`src/rtl/csr_trap_controller.sv`:
```
`default_nettype none
// ============================================================================
// Module  : csr_trap_controller
// Brief   : Arbitrates trap-entry, mret and RS CSR writes onto one CSR write
//           port; issues flush/redirect. Define CSR_TRAP_COUNT_EN for trap_count.
// Revision: 1.0
// ============================================================================
module csr_trap_controller #(
    parameter logic [31:0] TRAP_VECTOR = 32'h0000_0100,
    parameter logic [11:0] CAUSE_ADDR  = 12'h001,
    parameter logic [11:0] EPC_ADDR    = 12'h002,
    parameter int          CNT_W       = 8
) (
    input  logic             clk,
    input  logic             reset,
    input  logic             exc_valid,
    input  logic [31:0]      exc_pc,
    input  logic [4:0]       exc_cause,
    output logic             exc_ack,
    input  logic             mret_valid,
    output logic             mret_ack,
    input  logic             csr_wr_valid,
    input  logic [11:0]      csr_wr_addr,
    input  logic [31:0]      csr_wr_data,
    output logic             csr_wr_ready,
    input  logic [31:0]      epc_in,
    output logic             csr_we,
    output logic [11:0]      csr_waddr,
    output logic [31:0]      csr_wdata,
    output logic             flush,
    output logic             redirect_valid,
    output logic [31:0]      redirect_pc,
    output logic             busy,
    output logic [CNT_W-1:0] trap_count
);

    typedef enum logic [2:0] {
        IDLE       = 3'd0,
        SAVE_EPC   = 3'd1,
        SAVE_CAUSE = 3'd2,
        REDIRECT   = 3'd3,
        MRET       = 3'd4
    } state_t;

    state_t      state_q, state_d;
    logic        buf_full_q, buf_full_d;
    logic [11:0] buf_addr_q, buf_addr_d;
    logic [31:0] buf_data_q, buf_data_d;
    logic [31:0] exc_pc_q, exc_pc_d;
    logic [4:0]  exc_cause_q, exc_cause_d;

    always_ff @(posedge clk or posedge reset) begin
        if (reset) begin
            state_q     <= IDLE;
            buf_full_q  <= 1'b0;
            buf_addr_q  <= 12'h000;
            buf_data_q  <= 32'h0;
            exc_pc_q    <= 32'h0;
            exc_cause_q <= 5'h0;
        end else begin
            state_q     <= state_d;
            buf_full_q  <= buf_full_d;
            buf_addr_q  <= buf_addr_d;
            buf_data_q  <= buf_data_d;
            exc_pc_q    <= exc_pc_d;
            exc_cause_q <= exc_cause_d;
        end
    end

    always_comb begin
        state_d        = state_q;
        buf_full_d     = buf_full_q;
        buf_addr_d     = buf_addr_q;
        buf_data_d     = buf_data_q;
        exc_pc_d       = exc_pc_q;
        exc_cause_d    = exc_cause_q;
        exc_ack        = 1'b0;
        mret_ack       = 1'b0;
        csr_wr_ready   = 1'b0;
        csr_we         = 1'b0;
        csr_waddr      = 12'h000;
        csr_wdata      = 32'h0;
        flush          = 1'b0;
        redirect_valid = 1'b0;
        redirect_pc    = 32'h0;

        case (state_q)
            IDLE: begin
                csr_wr_ready = !buf_full_q && !exc_valid;
                if (exc_valid) begin
                    // The pending buffered write is squashed by the coming flush.
                    exc_ack     = 1'b1;
                    exc_pc_d    = exc_pc;
                    exc_cause_d = exc_cause;
                    buf_full_d  = 1'b0;
                    state_d     = SAVE_EPC;
                end else if (buf_full_q) begin
                    csr_we     = 1'b1;
                    csr_waddr  = buf_addr_q;
                    csr_wdata  = buf_data_q;
                    buf_full_d = 1'b0;
                end else begin
                    if (mret_valid) begin
                        mret_ack = 1'b1;
                        state_d  = MRET;
                    end
                    if (csr_wr_valid) begin
                        buf_full_d = 1'b1;
                        buf_addr_d = csr_wr_addr;
                        buf_data_d = csr_wr_data;
                    end
                end
            end
            SAVE_EPC: begin
                csr_we    = 1'b1;
                csr_waddr = EPC_ADDR;
                csr_wdata = exc_pc_q;
                state_d   = SAVE_CAUSE;
            end
            SAVE_CAUSE: begin
                csr_we    = 1'b1;
                csr_waddr = CAUSE_ADDR;
                csr_wdata = {27'b0, exc_cause_q};
                state_d   = REDIRECT;
            end
            REDIRECT: begin
                flush          = 1'b1;
                redirect_valid = 1'b1;
                redirect_pc    = TRAP_VECTOR;
                state_d        = IDLE;
            end
            MRET: begin
                flush          = 1'b1;
                redirect_valid = 1'b1;
                redirect_pc    = epc_in;
                state_d        = IDLE;
            end
            default: state_d = IDLE;
        endcase

        // Outputs are quiet for as long as reset is held, not just after it.
        if (reset) begin
            exc_ack        = 1'b0;
            mret_ack       = 1'b0;
            csr_wr_ready   = 1'b0;
            csr_we         = 1'b0;
            csr_waddr      = 12'h000;
            csr_wdata      = 32'h0;
            flush          = 1'b0;
            redirect_valid = 1'b0;
            redirect_pc    = 32'h0;
        end
    end

    assign busy = !reset && ((state_q != IDLE) || buf_full_q);

`ifdef CSR_TRAP_COUNT_EN
    logic [CNT_W-1:0] trap_cnt_q, trap_cnt_d;

    always_comb begin
        trap_cnt_d = trap_cnt_q;
        if (state_q == REDIRECT && trap_cnt_q != {CNT_W{1'b1}}) begin
            trap_cnt_d = trap_cnt_q + CNT_W'(1);
        end
    end

    always_ff @(posedge clk or posedge reset) begin
        if (reset) begin
            trap_cnt_q <= '0;
        end else begin
            trap_cnt_q <= trap_cnt_d;
        end
    end

    assign trap_count = trap_cnt_q;
`else
    assign trap_count = '0;
`endif

endmodule
`default_nettype wire

```
`config.mk`:
```
export PLATFORM = sky130hd
export DESIGN_NAME = csr_trap_controller
export DESIGN_NICKNAME = d
export VERILOG_FILES = /design/src/rtl/csr_trap_controller.sv
export SDC_FILE = /design/constraint.sdc
export NUM_CORES = 1
export LEC_CHECK = 0
export ABC_CLOCK_PERIOD_IN_PS = 4400
export CAP_MARGIN = 20
export CORE_UTILIZATION = 38
export CTS_BUF_LIST = sky130_fd_sc_hd__clkbuf_2
export DETAILED_ROUTE_END_ITERATION = 8
export PLACE_DENSITY = 0.83
export SKIP_CTS_REPAIR_TIMING = 1
export SYNTH_ARGS = -nofsm -noshare
export SYNTH_HDL_FRONTEND = slang
export SYNTH_SLANG_ARGS = --single-unit
export TNS_END_PERCENT = 20
```
`constraint.sdc`:
```
create_clock -name clk -period 4.4 [get_ports clk]
set_clock_uncertainty 0.05 [all_clocks]
set_input_delay 0.88 -clock clk [delete_from_list [all_inputs] [get_ports clk]]
set_output_delay 0.88 -clock clk [all_outputs]
set_load 0.05 [all_outputs]
```
==> qor.log, run 1 <==
INFO  cts            cts-buffers-inserted=9
INFO  place          dp_hpwl=8240microns
INFO  cts            htreeDepth=3
INFO  hold_path      holdPathStages=1
INFO  die            ioPinCount=209
INFO  worst_setup_path crit_arrival=2.93ns
INFO  die            coreArea=0.0108sqmm
INFO  synthesis      most_used_flip_flop_cell_after_synthesis=sky130_fd_sc_hd__dfrtp_1
INFO  die            floorplan.initialDensity=39.0%
INFO  die            floorplan.die.width=107microns
INFO  timing         timing.final.max_slew_violations=0
INFO  cts            worstSkewPairLatency=0.53ns
INFO  synthesis      synthMostInstantiatedCell=sky130_fd_sc_hd__dfrtp_1
INFO  worst_setup_path r2r.worst_path.cells=5
INFO  run            timing.max_cap.violations=0
INFO  synthesis      synthesis.area=0.00420sqmm
INFO  timing         report.final.hold_viol_count=0
INFO  synthesis      post_synth_most_frequent_cells=sky130_fd_sc_hd__dfrtp_1 (85), sky130_fd_sc_hd__mux2_1 (69), sky130_fd_sc_hd__and2_1 (43)
INFO  layout         nFillCells=872
INFO  worst_setup_path regToRegSetupSlack=1.78ns
INFO  die            fp.dieH=107microns
INFO  worst_setup_path worst_path_largest_cell_delay=0.81ns
INFO  worst_setup_path cp_slowest_cell=sky130_fd_sc_hd__clkdlybuf4s50_1
INFO  timing         maxSlewHeadroom=33.6%
INFO  worst_setup_path regToRegEndpoint=buf_data_q[4]$_DFFE_PP0P_
INFO  synthesis      synthesis.area_per_instance=12.2squm
INFO  global_route   grt_first_pass_wirelength=17700microns
INFO  synthesis      synth.largest_area_cell=sky130_fd_sc_hd__dfrtp_1
INFO  cts            clock_sinks=85
INFO  worst_setup_path setup.worst_path.start=state_q[1]$_DFFE_PP0P_
INFO  timing         worst_slew_pin_slew=0.996ns
INFO  worst_setup_path critPathLaunchType=register
INFO  pwr            power-per-cell-area=521mW/mm^2
INFO  hold_path      worstHoldEndpoint=buf_addr_q[7]$_DFFE_PP0P_
INFO  timing         whs=0.461ns
INFO  synthesis      post_synth_arst_share=100%
INFO  layout         flow.area_growth_from_synthesis=55.1%
INFO  worst_setup_path worstReg2RegStart=state_q[1]$_DFFE_PP0P_
INFO  outcome        status=finished clean
INFO  layout         num_antenna_cells=0
INFO  cts            clk_root_buffer_cell=sky130_fd_sc_hd__clkbuf_2
INFO  routing        drt_pre_antenna_iters=4
INFO  die            die-area=0.0115sqmm
INFO  layout         layout.nets=653
INFO  synthesis      number_of_enable_flip_flop_cells_after_synthesis=0
INFO  place          place.gp.congestion=0.796
INFO  worst_setup_path endpoint_kind=output port
INFO  global_route   grt_antenna_before_repair=0
INFO  cts            max-clock-path-buffers=2
INFO  worst_setup_path timing.critical_path.max_delay_family=buffers and inverters
INFO  place          placement.io_buffers=200
INFO  hold_path      holdCritStartpoint=buf_addr_q[7]$_DFFE_PP0P_
INFO  layout         post_route_cells_drive_above_1_share=18.1%
INFO  routing        route.vias.total=3463
INFO  synthesis      yosys.area.top_type_share=50.6%
INFO  routing        drt_iter0_drc=127
INFO  global_route   grt_max_degree=55
INFO  worst_setup_path timing_worst_setup_path_type=register to output port
INFO  cts            clkTransAtPathRegs=0.22ns
INFO  synthesis      yosys.cell_types.count=35
INFO  routing        postRouteAntennaNets=0
INFO  worst_setup_path cp_data_required_time=3.47ns
INFO  pwr            ir_worst_vdd=0.346mV
INFO  synthesis      yosysSeqAreaShare=50.6%
INFO  global_route   grtUsageTotal=20.1%
INFO  routing        post-route-drc-count=0
INFO  synthesis      synth_top_cells_by_area=sky130_fd_sc_hd__dfrtp_1 (51%), sky130_fd_sc_hd__mux2_1 (18%), sky130_fd_sc_hd__and2_1 (6.4%), sky130_fd_sc_hd__a32oi_1 (5.6%), sky130_fd_sc_hd__mux2_2 (3.2%)
INFO  global_route   first_global_vias=3532
INFO  synthesis      postSynthRegisterBits=85
INFO  synthesis      synth-warning-count=0
INFO  hold_path      min_path_type=register to register
INFO  synthesis      synthesis.instances=345
INFO  cts            tritoncts_clock_tree=built
INFO  timing         fin_tns_setup=0ns
INFO  pwr            cellLeakagePower=0.00270uW
INFO  timing         timing.final.crit_period=3.86ns
INFO  routing        routed_wirelength=11300microns
INFO  global_route   overflow=0
INFO  timing         grt_setup_unrepaired=no
INFO  worst_setup_path path_cells=or3b_1 -> nor2_2 -> buf_4 -> and2_1 -> clkdlybuf4s50_1
INFO  timing         fmax=259MHz
INFO  die            placementRows=38
INFO  timing         timing.final.crit_share=87.6%
INFO  worst_setup_path worstPathMaxFanout=31
INFO  routing        via_per_inst=5.09
INFO  routing        wire_per_inst=16.6microns
INFO  worst_setup_path worstPathBufferInverterCount=2
INFO  timing         report.final.setup_viol=0
==> per-stage QoR <==
| stage | worst slack (ns) | area (sq um) | utilization, % | instances | total power (uW) |
|---|---|---|---|---|---|
| 4_1_cts | 0.462 | 6520 | 60.4 | 680 | 3430 |
| 3_3_place_gp | 0.552 | 6420 | 59.5 | 664 | 3010 |
| 3_5_place_dp | 0.543 | 6420 | 59.5 | 664 | 3070 |
| 6_report | 0.544 | 6520 | 60.4 | 680 | 3400 |
| 5_1_grt | 0.379 | 6520 | 60.4 | 680 | 3620 |
| 2_1_floorplan | 0.391 | 4230 | - | 352 | 2500 |
==> cell type report <==
type / instances / area [sq um] / area share, %
timing repair buffer: 210 / 2260 / 34.7
sequential: 85 / 2130 / 32.6
multi-input combinational: 227 / 1850 / 28.4
tap: 140 / 175 / 2.69
clock buffer: 10 / 50.0 / 0.767
clock inverter: 6 / 46.3 / 0.710
inverter: 2 / 11.3 / 0.173
==> worst max path at each step <==
stage,endpoint,slack (ns),cells after the start
5_1_grt,mret_ack,0.38,4
3_5_place_dp,mret_ack,0.54,4
3_3_place_gp,mret_ack,0.55,4
6_report,redirect_pc[26],0.54,5
2_1_floorplan,mret_ack,0.39,2
4_1_cts,mret_ack,0.46,4
==> cells by family after synthesis <==
kind of cell / after synthesis / synth area share [%]
simple gates: 97 / 13.1
flops: 85 / 50.6
mux: 81 / 21.7
compound gates: 41 / 8.27
buf+inv: 40 / 6.25
other cells: 1 / 0.0892
==> sequential cells by signal (all words and copies together) (netlist names) <==
register and cells:
buf_addr_q 12, buf_full_q 1, exc_cause_q 5, buf_data_q 32, exc_pc_q 32, state_q 3
==> layer usage <==
metal / part of all wire [%] / global-route usage (%) / wire (microns)
met1: 40 / 24.3 / 4470
met2: 50 / 34.1 / 5690
met3: 8.5 / 5.71 / 964
met4: 1.6 / 7.34 / 176
met5: 0 / 0 / 0
==> where the power goes <==
group / internal [uW] / switching [uW] / total [uW]
Clock: 80.4 / 275 / 356
Sequential: 1170 / 233 / 1400
Combinational: 731 / 908 / 1640
Total: 1980 / 1420 / 3400
==> layout by cell type, fill, tap and decap left out, drive strengths merged, types with 2 or more instances in the layout <==
cell type,netlist,routed
conb,1,8
inv,2,3
a222oi,5,5
nor3,3,3
nor2,36,36
and2,43,43
nor4,2,2
buf,29,62
clkdlybuf4s50,0,148
clkinv,0,2
nor2b,2,2
mux2,81,81
clkbuf,9,10
and3,2,2
a31oi,2,2
dfrtp,85,85
a32oi,27,27
and3b,2,2
clkinvlp,0,3
a21oi,3,3
No activity file was read; power rests on OpenSTA's default activity.
==> inputs of run 2 (changes only) <==
--- a/config.mk
+++ b/config.mk
@@ -9,8 +9,10 @@
 export CAP_MARGIN = 20
 export CORE_UTILIZATION = 38
 export CTS_BUF_LIST = sky130_fd_sc_hd__clkbuf_2
+export CTS_CLUSTER_SIZE = 10
 export DETAILED_ROUTE_END_ITERATION = 8
-export PLACE_DENSITY = 0.83
+export PLACE_DENSITY = 0.79
+export SETUP_SLACK_MARGIN = 0.3
 export SKIP_CTS_REPAIR_TIMING = 1
 export SYNTH_ARGS = -nofsm -noshare
 export SYNTH_HDL_FRONTEND = slang
==> run 2 against run 1 <==
Final cell count decreased by 0.15%. Count of clock-buffer cells in the layout decreased by 1. Hold slack improved by 0.0050 ns. Flip-flop and latch count unchanged. Non-clock buffer count decreased by 1. Sequential share of layout area increased by 0.81 points. Critical path depth decreased by 1. First-iteration DRC count increased by 1.6%. Register-to-register slack got worse by 0.04 ns. Core utilization decreased by 1.5 points. Wire length increased by 7.1%. Largest power group unchanged. Highest routed layer unchanged.
==> qor.log, run 2 (synthesis gave the netlist of run 1 again) <==
INFO  cts            clock_sinks=85 [unchanged]
INFO  place          placement.io_buffers=200 [unchanged]
INFO  cts            worstSkewPairLatency=0.53ns [about the same]
INFO  global_route   grtUsageTotal=21.6% [+1.4 points]
INFO  die            die-area=0.0115sqmm [unchanged]
INFO  timing         report.final.hold_viol_count=0 [unchanged]
INFO  die            coreArea=0.0108sqmm [unchanged]
INFO  routing        postRouteAntennaNets=0 [unchanged]
INFO  routing        wire_per_inst=17.8microns [+7.2%]
INFO  layout         flow.area_growth_from_synthesis=51.3%
INFO  cts            clk_root_buffer_cell=sky130_fd_sc_hd__clkbuf_2
INFO  timing         timing.final.crit_share=85.8% [-1.9 points]
INFO  global_route   overflow=0 [unchanged]
INFO  timing         grt_setup_unrepaired=no
INFO  place          dp_hpwl=8680microns [+5.4%]
INFO  worst_setup_path critPathLaunchType=register
INFO  layout         post_route_cells_drive_above_1_share=22.8% [+4.7 points]
INFO  global_route   grt_max_degree=51 [-7.3%]
INFO  routing        route.vias.total=3459 [-0.12%]
INFO  worst_setup_path worstPathBufferInverterCount=1 [-1]
INFO  layout         most_common_cell_after_layout_fill_and_taps_aside=sky130_fd_sc_hd__clkdlybuf4s50_1
INFO  timing         worst_slew_pin_slew=1.01ns [+0.00912 ns]
INFO  worst_setup_path timing_worst_setup_path_type=register to output port
INFO  layout         nFillCells=905 [+3.8%]
INFO  pwr            p_switching=1450uW [+2.3%]
INFO  timing         report.final.setup_viol=0 [unchanged]
INFO  hold_path      min_path_type=register to register
INFO  cts            cts-buffers-inserted=9 [unchanged]
INFO  timing         maxSlewHeadroom=33.0% [-0.61 points]
INFO  outcome        status=finished clean
INFO  routing        routed_wirelength=12100microns [+7.1%]
INFO  timing         post-route-worst-setup-slack=0.626ns [+0.0817 ns]
INFO  die            floorplan.initialDensity=39.0% [unchanged]
INFO  global_route   grt_antenna_before_repair=0 [unchanged]
INFO  layout         mostFrequentLayoutCells=sky130_fd_sc_hd__clkdlybuf4s50_1 (122), sky130_fd_sc_hd__dfrtp_1 (85), sky130_fd_sc_hd__mux2_1 (69), sky130_fd_sc_hd__buf_4 (69), sky130_fd_sc_hd__and2_1 (42)
INFO  place          pre_cts_ws=0.397ns [-0.146 ns]
INFO  timing         timing.final.max_slew_violations=0 [unchanged]
INFO  pwr            cellLeakagePower=0.00273uW [+1.1%]
INFO  worst_setup_path worstPathMaxFanout=13 [-58%]
INFO  layout         layout.cell_area.non_filler=0.00636sqmm [-2.4%]
INFO  routing        drt_pre_antenna_iters=6 [+2]
INFO  die            fp.dieH=107microns [unchanged]
INFO  timing         fmax=265MHz [+2.2%]
INFO  cts            tritoncts_clock_tree=built
INFO  layout         layout.nets=652 [-0.15%]
INFO  cts            htreeDepth=3 [unchanged]
INFO  worst_setup_path timing.critical_path.max_delay_family=simple AND/OR/NAND/NOR gates
INFO  routing        post-route-drc-count=0 [unchanged]
INFO  pwr            ir_worst_vdd=0.276mV [-20%]
INFO  worst_setup_path crit_arrival=2.84ns [-0.09 ns]
INFO  global_route   grt_first_pass_wirelength=18800microns [+6.0%]
INFO  pwr            comb_power_share=48.3% [about the same]
INFO  place          place.gp.congestion=0.810 [+1.8%]
INFO  pwr            int_power=1980uW [about the same]
INFO  pwr            seqPwrFrac=40.9% [-0.4 points]
INFO  routing        drt_iter0_drc=129 [+1.6%]
INFO  pwr            power-per-cell-area=539mW/mm^2 [+3.5%]
INFO  die            ioPinCount=209 [unchanged]
INFO  cts            clkTransAtPathRegs=0.25ns [+0.03 ns]
INFO  run            timing.max_cap.violations=0 [unchanged]
INFO  timing         fin_tns_setup=0ns [unchanged]
INFO  worst_setup_path endpoint_kind=output port
INFO  cts            max-clock-path-buffers=2 [unchanged]
INFO  pwr            design_power_total=3430uW [+0.98%]
INFO  place          placed_area=0.00624sqmm [-2.8%]
INFO  layout         num_antenna_cells=0 [unchanged]
INFO  worst_setup_path cp_slowest_cell=sky130_fd_sc_hd__clkdlybuf4s50_1
INFO  routing        via_per_inst=5.09 [about the same]
INFO  timing         timing.final.crit_period=3.77ns [-0.0817 ns]
INFO  pwr            power_frac_clock=10.8% [+0.3 points]
INFO  pwr            swShare=42.2% [+0.55 points]
INFO  worst_setup_path path_cells=or3_1 -> nor4_1 -> and2_1 -> clkdlybuf4s50_1
INFO  worst_setup_path cp_data_required_time=3.47ns [about the same]
INFO  die            placementRows=38 [unchanged]
INFO  worst_setup_path worst_path_largest_cell_delay=0.80ns [about the same]
INFO  global_route   first_global_vias=3568 [+1.0%]
INFO  layout         reg_top3=buf_data_q: 32 flops, exc_pc_q: 32 flops, buf_addr_q: 12 flops
INFO  die            floorplan.die.width=107microns [unchanged]
## run 2: cell count changes in the layout (fill, tap and decap cells not counted)
cell,change
sky130_fd_sc_hd__clkbuf_2,-1
sky130_fd_sc_hd__inv_8,+1
sky130_fd_sc_hd__buf_4,+32
sky130_fd_sc_hd__clkinv_4,+1
sky130_fd_sc_hd__buf_8,+1
sky130_fd_sc_hd__inv_6,-1
sky130_fd_sc_hd__buf_12,-8
sky130_fd_sc_hd__clkdlybuf4s50_1,-26
## run 2: layout make-up
type / count / area [sq um] / area share [%]
clock buffers: 9 / 45.0 / 0.708
clock inverters: 7 / 57.6 / 0.905
inverters: 2 / 11.3 / 0.177
multi-input cells: 227 / 1850 / 29.1
flip-flops and latches: 85 / 2130 / 33.4
well taps: 140 / 175 / 2.75
repair buffers: 209 / 2090 / 32.9
## run 2: through the flow
step / hold WS, ns / std cells / util, %
floorplan: 0.399 / 352 / -
global placement: 0.412 / 662 / 57.9
detailed placement: 0.416 / 662 / 57.9
CTS: 0.470 / 678 / 58.8
global route: 0.485 / 679 / 58.9
finish: 0.466 / 679 / 58.9
## run 2: final timing paths
check | from | end | slack [ns] | depth (start not counted)
hold / removal | buf_addr_q[9]$_DFFE_PP0P_ | buf_addr_q[9]$_DFFE_PP0P_ | 0.47 | 1
min in group asynchronous | reset | buf_addr_q[5]$_DFFE_PP0P_ | 0.93 | 3
hold reg to reg | buf_addr_q[9]$_DFFE_PP0P_ | buf_addr_q[9]$_DFFE_PP0P_ | 0.47 | 1
setup reg to reg | state_q[1]$_DFFE_PP0P_ | buf_data_q[26]$_DFFE_PP0P_ | 1.74 | 5
setup / recovery | state_q[1]$_DFFE_PP0P_ | mret_ack | 0.63 | 4
max in group asynchronous | reset | state_q[1]$_DFFE_PP0P_ | 2.36 | 4
## run 2: per-layer routing
metal / wire (microns) / share of wire [%] / global-route usage, %
met3: 982 / 8.1 / 4.98
met5: 0 / 0 / 0
met1: 4700 / 39 / 25.0
met4: 108 / 0.89 / 5.77
met2: 6300 / 52 / 39.6
## run 2: power groups by stage
| stage | clock network (uW) | registers [uW] | logic (uW) |
|---|---|---|---|
| floorplan | 0 | 1320 | 1180 |
| global placement | 0 | 1390 | 1630 |
| detailed placement | 0 | 1420 | 1660 |
| CTS | 384 | 1400 | 1670 |
| global route | 419 | 1460 | 1780 |
| finish | 371 | 1400 | 1660 |
==> inputs of run 3 (changes only) <==
--- a/config.mk
+++ b/config.mk
@@ -7,11 +7,13 @@
 export LEC_CHECK = 0
 export ABC_CLOCK_PERIOD_IN_PS = 4400
 export CAP_MARGIN = 20
+export CORE_ASPECT_RATIO = 0.7
 export CORE_UTILIZATION = 38
 export CTS_BUF_LIST = sky130_fd_sc_hd__clkbuf_2
+export CTS_CLUSTER_DIAMETER = 100
 export CTS_CLUSTER_SIZE = 10
 export DETAILED_ROUTE_END_ITERATION = 8
-export PLACE_DENSITY = 0.79
+export PLACE_DENSITY = 0.82
 export SETUP_SLACK_MARGIN = 0.3
 export SKIP_CTS_REPAIR_TIMING = 1
 export SYNTH_ARGS = -nofsm -noshare
==> run 3 against run 2 <==
Setup slack worse by 0.10 ns. Wire length is 4.4% higher. Clock power is 4% lower. Die area hardly changed. Final cell count is 0.88% higher. Combinational power hardly changed. Critical endpoint unchanged. Total power is 0.57% higher. Sequential share of layout area is 0.21 points lower. Core utilization is 1.7 points higher. Flip-flop and latch count stayed put. Critical path depth stayed put.
==> qor.log, run 3 (synthesis gave the netlist of run 1 again) <==
INFO  worst_setup_path worst_path_largest_cell_delay=0.82ns [+0.02 ns]
INFO  pwr            seqPwrFrac=40.8% [about the same]
INFO  routing        drt_iter0_drc=146 [+13%]
INFO  die            placementRows=31 [-18%]
INFO  worst_setup_path regToRegSetupSlack=1.65ns [-0.09 ns]
INFO  cts            worstSkewPairLatency=0.53ns [about the same]
INFO  routing        routed_wirelength=12600microns [+4.4%]
INFO  timing         timing.final.crit_share=88.1% [+2.3 points]
INFO  cts            cts-buffers-inserted=9 [unchanged]
INFO  worst_setup_path endpoint_kind=output port
INFO  global_route   overflow=0 [unchanged]
INFO  run            timing.max_cap.violations=0 [unchanged]
INFO  routing        detail_route.wirelength.met1=5390microns [+15%]
INFO  cts            clkTransAtPathRegs=0.23ns [-0.02 ns]
INFO  global_route   grt_first_pass_wirelength=19700microns [+4.9%]
INFO  die            coreArea=0.0106sqmm [-2.2%]
INFO  cts            clk_root_buffer_cell=sky130_fd_sc_hd__clkbuf_2
INFO  outcome        status=finished clean
INFO  timing         whs=0.463ns [-0.00334 ns]
INFO  die            ioPinCount=209 [unchanged]
INFO  worst_setup_path crit_arrival=2.94ns [+0.10 ns]
INFO  worst_setup_path path_cells=or3_1 -> nor4_1 -> and2_1 -> clkdlybuf4s50_1
INFO  routing        route.met2.wl=6000microns [-4.9%]
INFO  pwr            power-per-cell-area=539mW/mm^2 [about the same]
INFO  routing        post-route-drc-count=0 [unchanged]
INFO  worst_setup_path worstPathMaxFanout=13 [unchanged]
INFO  layout         layout.nets=650 [-0.31%]
INFO  layout         mostFrequentLayoutCells=sky130_fd_sc_hd__clkdlybuf4s50_1 (122), sky130_fd_sc_hd__dfrtp_1 (85), sky130_fd_sc_hd__mux2_1 (69)
INFO  pwr            swShare=42.2% [-0.053 points]
INFO  global_route   first_global_vias=3574 [+0.17%]
INFO  routing        top_layer_used=met4
INFO  place          place.gp.congestion=0.843 [+4.0%]
INFO  die            floorplan.initialDensity=39.8% [+0.90 points]
INFO  pwr            comb_power_share=48.8% [+0.5 points]
INFO  cts            max-clock-path-buffers=2 [unchanged]
INFO  timing         report.final.hold_viol_count=0 [unchanged]
INFO  worst_setup_path setup.worst_path.start=state_q[1]$_DFFE_PP0P_
INFO  layout         num_antenna_cells=0 [unchanged]
INFO  pwr            int_power=2000uW [+0.67%]
INFO  worst_setup_path endpoint=mret_ack
INFO  place          placed_cells=668 [+0.91%]
INFO  worst_setup_path cp_data_required_time=3.47ns [about the same]
INFO  global_route   grt_antenna_before_repair=0 [unchanged]
INFO  timing         worst_slew_pin_slew=1.01ns [+0.00340 ns]
INFO  die            fp.dieH=90microns [-16%]
INFO  layout         finish.utilization=60.7% [+1.7 points]
INFO  worst_setup_path worstPathBufferInverterCount=1 [unchanged]
INFO  routing        met3_length=1060microns [+7.5%]
INFO  routing        postRouteAntennaNets=0 [unchanged]
INFO  worst_setup_path timing_worst_setup_path_type=register to output port
INFO  timing         timing.final.max_slew_violations=0 [unchanged]
INFO  timing         maxSlewHeadroom=32.8% [-0.23 points]
INFO  place          pre_cts_ws=0.501ns [+0.104 ns]
INFO  worst_setup_path critical_path_cell_count=4 [unchanged]
INFO  hold_path      min_path_type=register to register
INFO  cts            tritoncts_clock_tree=built
INFO  pwr            p_switching=1460uW [+0.45%]
INFO  timing         report.final.setup_viol=0 [unchanged]
INFO  worst_setup_path r2r.worst_path.cells=5 [unchanged]
INFO  worst_setup_path critPathLaunchType=register
INFO  layout         flow.area_growth_from_synthesis=52.3%
INFO  die            floorplan.die.width=128microns [+19%]
INFO  routing        via_per_inst=5.08 [-0.33%]
INFO  worst_setup_path regToRegEndpoint=buf_data_q[3]$_DFFE_PP0P_
INFO  routing        route.vias.total=3478 [+0.55%]
INFO  layout         post_route_cells_drive_above_1_share=22.5% [-0.29 points]
INFO  pwr            power_frac_clock=10.4% [-0.4 points]
INFO  cts            clock_sinks=85 [unchanged]
INFO  worst_setup_path worstReg2RegStart=state_q[1]$_DFFE_PP0P_
INFO  place          placement.io_buffers=200 [unchanged]
INFO  timing         fmax=258MHz [-2.6%]
INFO  global_route   grt_max_degree=59 [+16%]
INFO  pwr            cellLeakagePower=0.00272uW [-0.24%]
INFO  timing         grt_setup_unrepaired=no
INFO  layout         post_layout_nonfiller_instances=685 [+0.88%]
INFO  layout         reg_top3=buf_data_q: 32 flops, exc_pc_q: 32 flops, buf_addr_q: 12 flops
INFO  routing        wire_per_inst=18.4microns [+3.4%]
INFO  timing         timing.final.crit_period=3.87ns [+0.101 ns]
INFO  worst_setup_path timing.critical_path.max_delay_family=simple AND/OR/NAND/NOR gates
INFO  routing        drt_pre_antenna_iters=8 [+2]
INFO  timing         post-route-worst-setup-slack=0.525ns [-0.101 ns]
INFO  timing         fin_tns_setup=0ns [unchanged]
INFO  global_route   grtUsageTotal=22.6% [+1.1 points]
INFO  die            die-area=0.0115sqmm [about the same]
INFO  pwr            ir_worst_vdd=0.249mV [-9.6%]
INFO  worst_setup_path cp_slowest_cell=sky130_fd_sc_hd__clkdlybuf4s50_1
INFO  cts            htreeDepth=3 [unchanged]
INFO  layout         most_common_cell_after_layout_fill_and_taps_aside=sky130_fd_sc_hd__clkdlybuf4s50_1
INFO  place          dp_hpwl=9120microns [+5.0%]
## run 3: area by class of cell
class / instances / area, sq um
inverters: 2 / 11.3
flip-flops and latches: 85 / 2130
repair buffers: 207 / 2130
clock inverters: 6 / 47.5
multi-input cells: 227 / 1850
fillers: 872 / 4150
well taps: 148 / 185
clock buffers: 10 / 50.0
## run 3: how the worst min path moves through the flow
stage,start,to,cells past startpoint
after global routing,exc_pc_q[5]$_DFFE_PP0P_,exc_pc_q[5]$_DFFE_PP0P_,1
after detailed placement,buf_addr_q[6]$_DFFE_PP0P_,buf_addr_q[6]$_DFFE_PP0P_,1
final,buf_addr_q[6]$_DFFE_PP0P_,buf_addr_q[6]$_DFFE_PP0P_,1
after global placement,buf_addr_q[11]$_DFFE_PP0P_,buf_addr_q[11]$_DFFE_PP0P_,1
after CTS,buf_addr_q[6]$_DFFE_PP0P_,buf_addr_q[6]$_DFFE_PP0P_,1
after floorplan,buf_addr_q[10]$_DFFE_PP0P_,buf_addr_q[10]$_DFFE_PP0P_,1
## run 3: routing by layer
layer  track usage, %  vias to the layer above
met5                0                        -
met4             6.18                        0
met3             7.26                       14
met2             36.9                      148
met1             28.8                     1722
li1                 -                     1594
## run 3: through the flow
| stage | cell area (sq um) | power (uW) |
|---|---|---|
| 2_1_floorplan | 4230 | 2500 |
| 3_3_place_gp | 6280 | 3020 |
| 3_5_place_dp | 6280 | 3100 |
| 4_1_cts | 6370 | 3460 |
| 5_1_grt | 6400 | 3660 |
| 6_report | 6400 | 3450 |
## run 3: power groups by stage
stage | clock, uW | combinational [uW] | sequential (uW)
2_1_floorplan | 0 | 1180 | 1320
3_3_place_gp | 0 | 1630 | 1390
3_5_place_dp | 0 | 1670 | 1430
4_1_cts | 378 | 1680 | 1410
5_1_grt | 408 | 1790 | 1460
6_report | 358 | 1680 | 1410
